File: config.mk
export PLATFORM = sky130hd
export DESIGN_NAME = ad5725_readback
export DESIGN_NICKNAME = d
export VERILOG_FILES = /design/src/rtl/ad5725_readback.sv
export SDC_FILE = /design/constraint.sdc
export NUM_CORES = 1
export LEC_CHECK = 0
export CORE_MARGIN = 2
export CORE_UTILIZATION = 47
export CTS_CLUSTER_DIAMETER = 100
export DETAILED_ROUTE_END_ITERATION = 10
export PLACE_DENSITY = 0.76
export SLEW_MARGIN = 20
export SYNTH_ARGS = -nofsm -noshare
export SYNTH_HDL_FRONTEND = slang
export SYNTH_SLANG_ARGS = --single-unit
export TNS_END_PERCENT = 10
File: constraint.sdc
create_clock -name FPGA_CLK_I -period 2.2 [get_ports FPGA_CLK_I]
set_input_delay 0.33 -clock FPGA_CLK_I [delete_from_list [all_inputs] [get_ports FPGA_CLK_I]]
set_output_delay 0.33 -clock FPGA_CLK_I [all_outputs]
set_load 0.02 [all_outputs]
File: src/rtl/ad5725_readback.sv
// AD5725 parallel-bus readback engine: single-channel or 4-channel scan reads.
// Optional compile macro READBACK_COMPARE_EN adds EXP_DATA_I/MISMATCH_O sticky compare.
module ad5725_readback #(
    parameter int unsigned SETUP_TIME   = 1,
    parameter int unsigned CS_HOLD_TIME = 3,
    parameter int unsigned RECOVER_TIME = 2
) (
    input  logic        FPGA_CLK_I,
    input  logic        RESET_N_I,
    input  logic        EN_I,
    input  logic        SCAN_I,
    input  logic [1:0]  ADDR_I,
    output logic        IDLE_O,
    output logic        BUS_REQ_O,
    output logic [11:0] DATA_O,
    output logic [1:0]  CH_O,
    output logic        VALID_O,
    output logic [1:0]  AD_O,
    input  logic [11:0] DB_I,
    output logic        RW_N_O,
    output logic        CS_N_O,
    output logic        LDAC_N_O,
    output logic        CLR_N_O
`ifdef READBACK_COMPARE_EN
   ,input  logic [47:0] EXP_DATA_I
   ,output logic        MISMATCH_O
`endif
);

    localparam logic [15:0] C_SETUP = (SETUP_TIME   == 0) ? 16'd1 : SETUP_TIME[15:0];
    localparam logic [15:0] C_HOLD  = (CS_HOLD_TIME == 0) ? 16'd1 : CS_HOLD_TIME[15:0];
    localparam logic [15:0] C_REC   = (RECOVER_TIME == 0) ? 16'd1 : RECOVER_TIME[15:0];

    typedef enum logic [2:0] {
        S_IDLE,
        S_SETUP,
        S_CS,
        S_SAMPLE,
        S_RECOVER
    } state_t;

    state_t      r_state;
    logic [15:0] r_cnt;
    logic        r_scan;
    logic [1:0]  r_chan;
    logic [1:0]  r_ad;
    logic        r_cs_n;
    logic        r_bus_req;
    logic        r_idle;
    logic [11:0] r_data;
    logic [1:0]  r_ch;
    logic        r_valid;

`ifdef READBACK_COMPARE_EN
    logic [11:0] w_exp;
    logic        r_mismatch;

    always_comb begin
        w_exp = EXP_DATA_I[11:0];
        case (r_chan)
            2'd0: w_exp = EXP_DATA_I[11:0];
            2'd1: w_exp = EXP_DATA_I[23:12];
            2'd2: w_exp = EXP_DATA_I[35:24];
            2'd3: w_exp = EXP_DATA_I[47:36];
            default: w_exp = EXP_DATA_I[11:0];
        endcase
    end

    assign MISMATCH_O = r_mismatch;
`endif

    always_ff @(posedge FPGA_CLK_I or negedge RESET_N_I) begin
        if (!RESET_N_I) begin
            r_state   <= S_IDLE;
            r_cnt     <= '0;
            r_scan    <= 1'b0;
            r_chan    <= '0;
            r_ad      <= '0;
            r_cs_n    <= 1'b1;
            r_bus_req <= 1'b0;
            r_idle    <= 1'b1;
            r_data    <= '0;
            r_ch      <= '0;
            r_valid   <= 1'b0;
`ifdef READBACK_COMPARE_EN
            r_mismatch <= 1'b0;
`endif
        end else begin
            r_valid <= 1'b0;
            case (r_state)
                S_IDLE: begin
                    if (EN_I) begin
                        r_scan    <= SCAN_I;
                        r_chan    <= SCAN_I ? 2'd0 : ADDR_I;
                        r_ad      <= SCAN_I ? 2'd0 : ADDR_I;
                        r_cnt     <= C_SETUP;
                        r_bus_req <= 1'b1;
                        r_idle    <= 1'b0;
                        r_state   <= S_SETUP;
`ifdef READBACK_COMPARE_EN
                        r_mismatch <= 1'b0;
`endif
                    end
                end
                S_SETUP: begin
                    if (r_cnt <= 16'd1) begin
                        r_cs_n  <= 1'b0;
                        r_cnt   <= C_HOLD;
                        r_state <= S_CS;
                    end else begin
                        r_cnt <= r_cnt - 16'd1;
                    end
                end
                S_CS: begin
                    if (r_cnt <= 16'd1) begin
                        r_state <= S_SAMPLE;
                    end else begin
                        r_cnt <= r_cnt - 16'd1;
                    end
                end
                S_SAMPLE: begin
                    r_data  <= DB_I;
                    r_ch    <= r_chan;
                    r_valid <= 1'b1;
                    r_cs_n  <= 1'b1;
                    r_cnt   <= C_REC;
                    r_state <= S_RECOVER;
`ifdef READBACK_COMPARE_EN
                    if (DB_I != w_exp) r_mismatch <= 1'b1;
`endif
                end
                S_RECOVER: begin
                    if (r_cnt <= 16'd1) begin
                        if (r_scan && (r_chan != 2'd3)) begin
                            r_chan  <= r_chan + 2'd1;
                            r_ad    <= r_chan + 2'd1;
                            r_cnt   <= C_SETUP;
                            r_state <= S_SETUP;
                        end else begin
                            r_bus_req <= 1'b0;
                            r_idle    <= 1'b1;
                            r_state   <= S_IDLE;
                        end
                    end else begin
                        r_cnt <= r_cnt - 16'd1;
                    end
                end
                default: begin
                    r_cs_n    <= 1'b1;
                    r_bus_req <= 1'b0;
                    r_idle    <= 1'b1;
                    r_state   <= S_IDLE;
                end
            endcase
        end
    end

    assign IDLE_O    = r_idle;
    assign BUS_REQ_O = r_bus_req;
    assign DATA_O    = r_data;
    assign CH_O      = r_ch;
    assign VALID_O   = r_valid;
    assign AD_O      = r_ad;
    assign CS_N_O    = r_cs_n;
    assign RW_N_O    = 1'b1;
    assign LDAC_N_O  = 1'b1;
    assign CLR_N_O   = 1'b1;

endmodule

==> metrics.md, run 1 <==
| Metric | Value |
|---|---|
| Remaining global-route overflow | `0` |
| Standard-cell rows | `24` |
| Crit Path Category | `reg -> reg` |
| H-tree depth | `2` |
| Buffer cell driving the clock tree root | `clkbuf_8` |
| Average size of a mapped cell | `8.97 um^2` |
| Critical path launch point type | `flop` |
| Worst slew slack as a fraction of its limit | `41.8%` |
| Combinational share of power | `4.5%` |
| Part of the total power dissipated in the clock network | `40.3%` |
| Post-layout instance count excluding filler cells | `335` |
| Effective utilization at floorplan | `49.0%` |
| Period Utilization, post-route | `94.7%` |
| Wire length of the first global-routing pass | `8180 um` |
| Worst r2r path cells | `5` |
| Post-synth ARST share | `100%` |
| GRT Overall Usage | `20.3%` |
| Run status | `completed` |
| Max Fclk | `0.480 GHz` |
| Net load switching power | `283 uW` |
| Clk_lat worst skew | `0.29 ns` |
| Instance count of the mapped netlist | `238` |
| First element of the critical path | `r_cnt[10]` |
| Detailed-route wire length per cell | `14.5 um` |
| Worst reg-to-reg setup slack | `0.12 ns` |
| Cts hold-fix bufs | `0` |
| Layout-stage area growth over the synthesis result | `26.0%` |
| Drt drc | `0` |
| Worst IR drop on VDD | `0.432 mV` |
| Clk slew on worst S/H paths | `0.08 ns` |
| Area of the core | `4350 um^2` |
| Critical path peak fanout | `6` |
| Worst slew pin tran | `0.874 ns` |
| Routability congestion estimate from global placement | `0.880` |
| Number of global-route vias before repair | `1741` |
| Number of routed nets with antenna violations | `0` |
| Net switching fraction of the power | `21.2%` |
| Post-synth design cell area | `2130 um^2` |
| Leading cell types by total area after synthesis | `dfrtp_1 45%, nand2_1 9.5%, a21oi_1 5.2%, o31ai_1 3.5%, or4_1 2.8%` |
| Die boundary width | `71.4 um` |
| Post-detailed-placement half-perimeter wirelength | `3470 um` |
| Leading post-synthesis cells by instance count | `54 x nand2_1, 38 x dfrtp_1, 22 x a21oi_1` |
| RSZ-0062 raised after global routing | `no` |
| Prevailing post-synth register cell | `dfrtp_1` |
| Count of state elements after synthesis | `40` |
| Launch point of the worst reg-to-reg path | `r_cnt[10]` |
| Number of failing hold endpoints at the final stage | `0` |
| Share of total power in sequential cells | `55.2%` |
| Ports placed on the boundary | `41` |
| Setup fix buffers added after clock tree synthesis | `0` |
| Gates resized, CTS repair | `0` |
| Final Critical Period | `2.08 ns` |
| Inserted Diodes | `0` |
| Initial drt markers | `171` |
| Net total in the final layout | `303` |
| Share of cells above drive strength 1 | `12.7%` |
| CTS tree | `yes` |
| Part of the Yosys area used for sequential elements | `47.0%` |
| Pin count of the biggest net entering global routing | `41` |
| Total instance count after detailed placement | `327` |
| Fin Setup TNS | `0 ns` |
| Detailed-routing iteration count for the pre-antenna-repair pass | `4` |
| Worst path arrival time | `2.24 ns` |
| Number of enable-type register cells in the synthesized netlist | `0` |
| Clock tree buffer depth | `2` |
| Total wire length | `4860 um` |
| Share of Yosys cell area claimed by the top area cell type | `44.5%` |
| Class of the most critical hold timing path | `in -> async` |
| Initial antenna violation count | `0` |
| Standby leakage power | `1.11 nW` |
| Max Clock Skew | `0.00435 ns` |
| Max-Cap Viols | `0` |
| Power per cell area | `498 nW/um^2` |
| Post-Route Utilization | `61.8%` |
| Synthesis warning total | `0` |
| Number of clock sinks | `40` |
| Most common cell in the netlist | `nand2_1` |
| Via count | `1909` |
| CTS Buf Count | `5` |
| Total internal power | `1.06 mW` |
| Number of distinct standard cells referenced by the synthesized netlist | `50` |
| Die outline area | `5100 um^2` |
| Height of the die | `71.4 um` |
| Via-to-Cell Ratio | `5.70` |
| PortBufs | `37` |
| Final setup violation count | `0` |
| Cell taking the most area after synthesis | `dfrtp_1` |
| Setup crit end kind | `flop` |
| Final number of max-transition violations | `0` |
| Crit path required time | `2.36 ns` |
| Fillers | `364` |
worst paths after layout:
path	to
worst max-delay path	r_cnt[15]
worst min-delay path	r_cnt[8]
worst max register to register	r_cnt[15]
min in group FPGA_CLK_I	DATA_O[6]
max in group asynchronous	r_cnt[0]
worst min register to register	DATA_O[6]
placed cells by master, fill, tap and decap left out, drive strengths merged, types with 2 or more instances in the layout:
cell type,count
conb,3
and2,2
nor2,13
or4,9
nand2b,4
dfrtp,38
nand2,54
clkdlybuf4s50,36
ha,3
a41oi,3
clkbuf,8
a31oi,4
inv,8
o31ai,10
nor4,2
nor3b,2
nand3,4
nand4,3
or3,4
o21ai,11
nor2b,3
a21oi,23
dfstp,2
buf,12
nor3,5
and3,2
sequential cells by signal (all words and copies together) (netlist names):
name,count
BUS_REQ_O,1
CH_O,2
r_cnt,16
DATA_O,12
VALID_O,1
AD_O,2
IDLE_O,1
r_scan,1
r_state,3
CS_N_O,1
critical path, stage by stage (launching register included):
cell and delay (ns):
dfrtp_1 0.42, nor4_2 0.43, nand4_1 0.34, a2111oi_2 0.52, xnor2_1 0.18, nor2_1 0.05
through the flow:
step / hold WS (ns) / total power, mW / instance area [um^2] / setup WS (ns)
2_1_floorplan: 0.0344 / 0.770 / 2140 / 0.0748
6_report: 0.149 / 1.34 / 2690 / 0.117
5_1_grt: 0.228 / 1.39 / 2690 / 0.00734
3_5_place_dp: 0.462 / 0.815 / 2570 / 0.104
4_1_cts: 0.186 / 1.35 / 2670 / 0.0772
3_3_place_gp: 0.457 / 0.814 / 2570 / 0.156
cells by family after synthesis:
group                      count (synthesis)  synth area share, %
and+or+nand+nor                          111                 26.3
other                                      1                0.176
buffers and inverters                     21                 5.39
DFF                                       40                 47.0
muxes                                      2                0.996
adders and majority gates                  3                 1.76
xor gates and xnor gates                   2                0.821
AOI/OAI and AO/OA                         58                 17.6
power by group through the flow:
stage | registers, mW | logic [mW] | clock network (mW)
after floorplan | 0.755 | 0.0149 | 0
after global placement | 0.753 | 0.0609 | 0
after detailed placement | 0.754 | 0.0614 | 0
after CTS | 0.739 | 0.0616 | 0.554
after global routing | 0.739 | 0.0673 | 0.585
final | 0.739 | 0.0599 | 0.540
per-layer routing:
metal  track usage (%)  wire length, um  vias up
met3              4.92              211       10
met4              7.55               87        0
met2              33.6             2420       49
li1                  -                -      934
met5                 0                0        -
met1              26.0             2130      916
layout make-up:
class                      count  area (um^2)  share of cell area, %
clock buffer                   8          100                   3.72
timing repair buffer          48          448                   16.7
multi-input combinational    179         1040                   38.7
tap                           52         65.1                   2.42
sequential                    40         1000                   37.4
inverter                       8         30.0                   1.12
Note: power is estimated with default switching activity, not from simulation.
==> run 2, diff against run 1 <==
Settings changed: CELL_PAD_IN_SITES_DETAIL_PLACEMENT from default to 2, CELL_PAD_IN_SITES_GLOBAL_PLACEMENT from default to 2, CORE_UTILIZATION 47 to 28, PLACE_DENSITY 0.76 to default, PLACE_DENSITY_LB_ADDON from default to 0.1, SLEW_MARGIN 20 to default.
==> metrics.md, run 2 (synthesis results as in run 1) <==
| Metric | Value |
|---|---|
| Fillers | `817` |
| PortBufs | `37` |
| Crit path required time | `2.42 ns` |
| Most frequent cells in the layout | `54 x nand2_1, 38 x dfrtp_1, 36 x clkdlybuf4s50_1` |
| Routability congestion estimate from global placement | `0.733` |
| Drt drc | `0` |
| Design Area, Final | `2840 um^2` |
| Most flops, register | `r_cnt` |
| H-tree depth | `2` |
| Placed instance area | `2740 um^2` |
| Max Clock Skew | `0.00924 ns` |
| Number of routed nets with antenna violations | `0` |
| First element of the critical path | `r_cnt[6]` |
| Flip-flop count of the largest register, all copies and words added | `16` |
| Launch point of the worst reg-to-reg path | `r_cnt[6]` |
| Worst slew slack as a fraction of its limit | `62.5%` |
| Pin count of the biggest net entering global routing | `41` |
| Layout-stage area growth over the synthesis result | `32.8%` |
| Period Utilization, post-route | `93.4%` |
| Final Critical Period | `2.05 ns` |
| CP max stage delay | `0.55 ns` |
| Number of global-route vias before repair | `2193` |
| Crit Path Category | `reg -> reg` |
| Setup crit end kind | `flop` |
| Clk_lat worst skew | `0.30 ns` |
| RSZ-0062 raised after global routing | `no` |
| Max-Cap Viols | `0` |
| GRT Overall Usage | `16.3%` |
| Number of failing hold endpoints at the final stage | `0` |
| Total instance count after detailed placement | `389` |
| Remaining global-route overflow | `0` |
| Post-layout instance count excluding filler cells | `397` |
| Total wire length | `6360 um` |
| Inserted Diodes | `0` |
| Via-to-Cell Ratio | `4.89` |
| Number of clock sinks | `40` |
| Critical path launch point type | `flop` |
| Standard-cell rows | `31` |
| Die boundary width | `91.3 um` |
| Height of the die | `91.3 um` |
| Cell type of the slowest stage on the worst timing path | `or4_1` |
| Die outline area | `8340 um^2` |
| Initial drt markers | `51` |
| Power per cell area | `460 nW/um^2` |
| Worst slew pin tran | `0.562 ns` |
| Clock tree buffer depth | `2` |
| Count of buffer and inverter cells on the critical path | `0` |
| Worst-path cell chain | `nor3_2 > and2_1 > nand3_1 > or4_1 > a21oi_1` |
| Standby leakage power | `1.17 nW` |
| Critical path peak fanout | `6` |
| Setup fix buffers added after clock tree synthesis | `0` |
| Buffer cell driving the clock tree root | `clkbuf_8` |
| Ports placed on the boundary | `41` |
| Effective utilization at floorplan | `29.1%` |
| Run status | `completed` |
| Pwr Total | `1.30 mW` |
| Final number of max-transition violations | `0` |
| Max Fclk | `0.487 GHz` |
| Share of cells above drive strength 1 | `16.4%` |
| Worst IR drop on VDD | `0.202 mV` |
| Most frequent standard cell in the layout excluding fill and tap cells | `nand2_1` |
| Net total in the final layout | `318` |
| Initial antenna violation count | `0` |
| Detailed-route wire length per cell | `16.0 um` |
| Wire length of the first global-routing pass | `11000 um` |
| CTS Buf Count | `5` |
| CTS tree | `yes` |
| Via count | `1943` |
| Final setup violation count | `0` |
| Fin Setup TNS | `0 ns` |
| Detailed-routing iteration count for the pre-antenna-repair pass | `4` |
| Clk slew on worst S/H paths | `0.09 ns` |
| Post-detailed-placement half-perimeter wirelength | `4740 um` |
| Class of the most critical hold timing path | `in -> async` |
| CP delay by family, top | `simple AND/OR/NAND/NOR gates` |
| Worst path arrival time | `2.27 ns` |
| Area of the core | `7330 um^2` |
-- run 2: cell types whose count changed in the layout (fill, tap and decap cells not counted) --
| cell | previous run | this run |
|---|---|---|
| clkinvlp_4 | 0 | 1 |
| dfrtp_1 | 37 | 38 |
| clkinv_2 | 0 | 1 |
| clkbuf_8 | 7 | 5 |
| ha_1 | 2 | 3 |
| ha_2 | 1 | 0 |
| nor3_2 | 1 | 2 |
| buf_4 | 11 | 26 |
| nor3_4 | 1 | 0 |
| dfrtp_2 | 1 | 0 |
-- run 2: path summary, 6_finish.rpt --
check / slack, ns / endpoint / cells after the start
worst max-delay path: 0.15 / r_cnt[10] / 5
worst min-delay path: 0.09 / DATA_O[7] / 2
worst max register to register: 0.15 / r_cnt[10] / 5
worst min register to register: 0.48 / IDLE_O / 2
max in group asynchronous: 1.72 / CS_N_O / 2
min in group FPGA_CLK_I: 0.48 / IDLE_O / 2
-- run 2: area by class of cell --
cell class,count,area [um^2],share of cell area (%)
clock buffers,6,72.6,2.56
multi-input cells,179,1030,36.4
clock inverters,2,12.5,0.441
well taps,99,124,4.37
inverters,8,30.0,1.06
flip-flops and latches,40,1000,35.4
repair buffers,63,561,19.8
-- run 2: power by group --
group	switching, mW	internal (mW)	leakage (nW)
Combinational	0.0314	0.0356	0.705
Sequential	0.00128	0.737	0.425
Clock	0.276	0.222	0.0412
-- run 2: through the flow --
step | worst slack [ns] | hold slack (ns) | util (%)
6_report | 0.145 | 0.0931 | 38.7
5_1_grt | 0.0246 | 0.120 | 38.7
4_1_cts | 0.124 | 0.118 | 38.6
3_5_place_dp | -0.00148 | 0.436 | 37.4
3_3_place_gp | 0.169 | 0.446 | 37.4
2_1_floorplan | 0.0748 | 0.0344 | -
-- run 2: layer usage --
metal  vias up  routed length (um)  global-route usage [%]
met5         -                   0                       0
li1        956                   -                       -
met2        23                3190                    29.1
met1       959                2950                    20.3
met4         0                  64                    4.17
met3         5                 147                    2.90
-- run 2: repair_timing --
action | in CTS | in global routing
endpoints found under the setup margin | 1 | 2
gates resized for setup | 1 | 1
hold buffers | 0 | 0
gates cloned | 0 | 0
-- run 2: worst reg2reg max path, stage by stage, from the launching register on --
cell and delay (ns):
dfrtp_1 0.43, nor3_2 0.33, and2_1 0.28, nand3_1 0.24
or4_1 0.55, a21oi_1 0.16
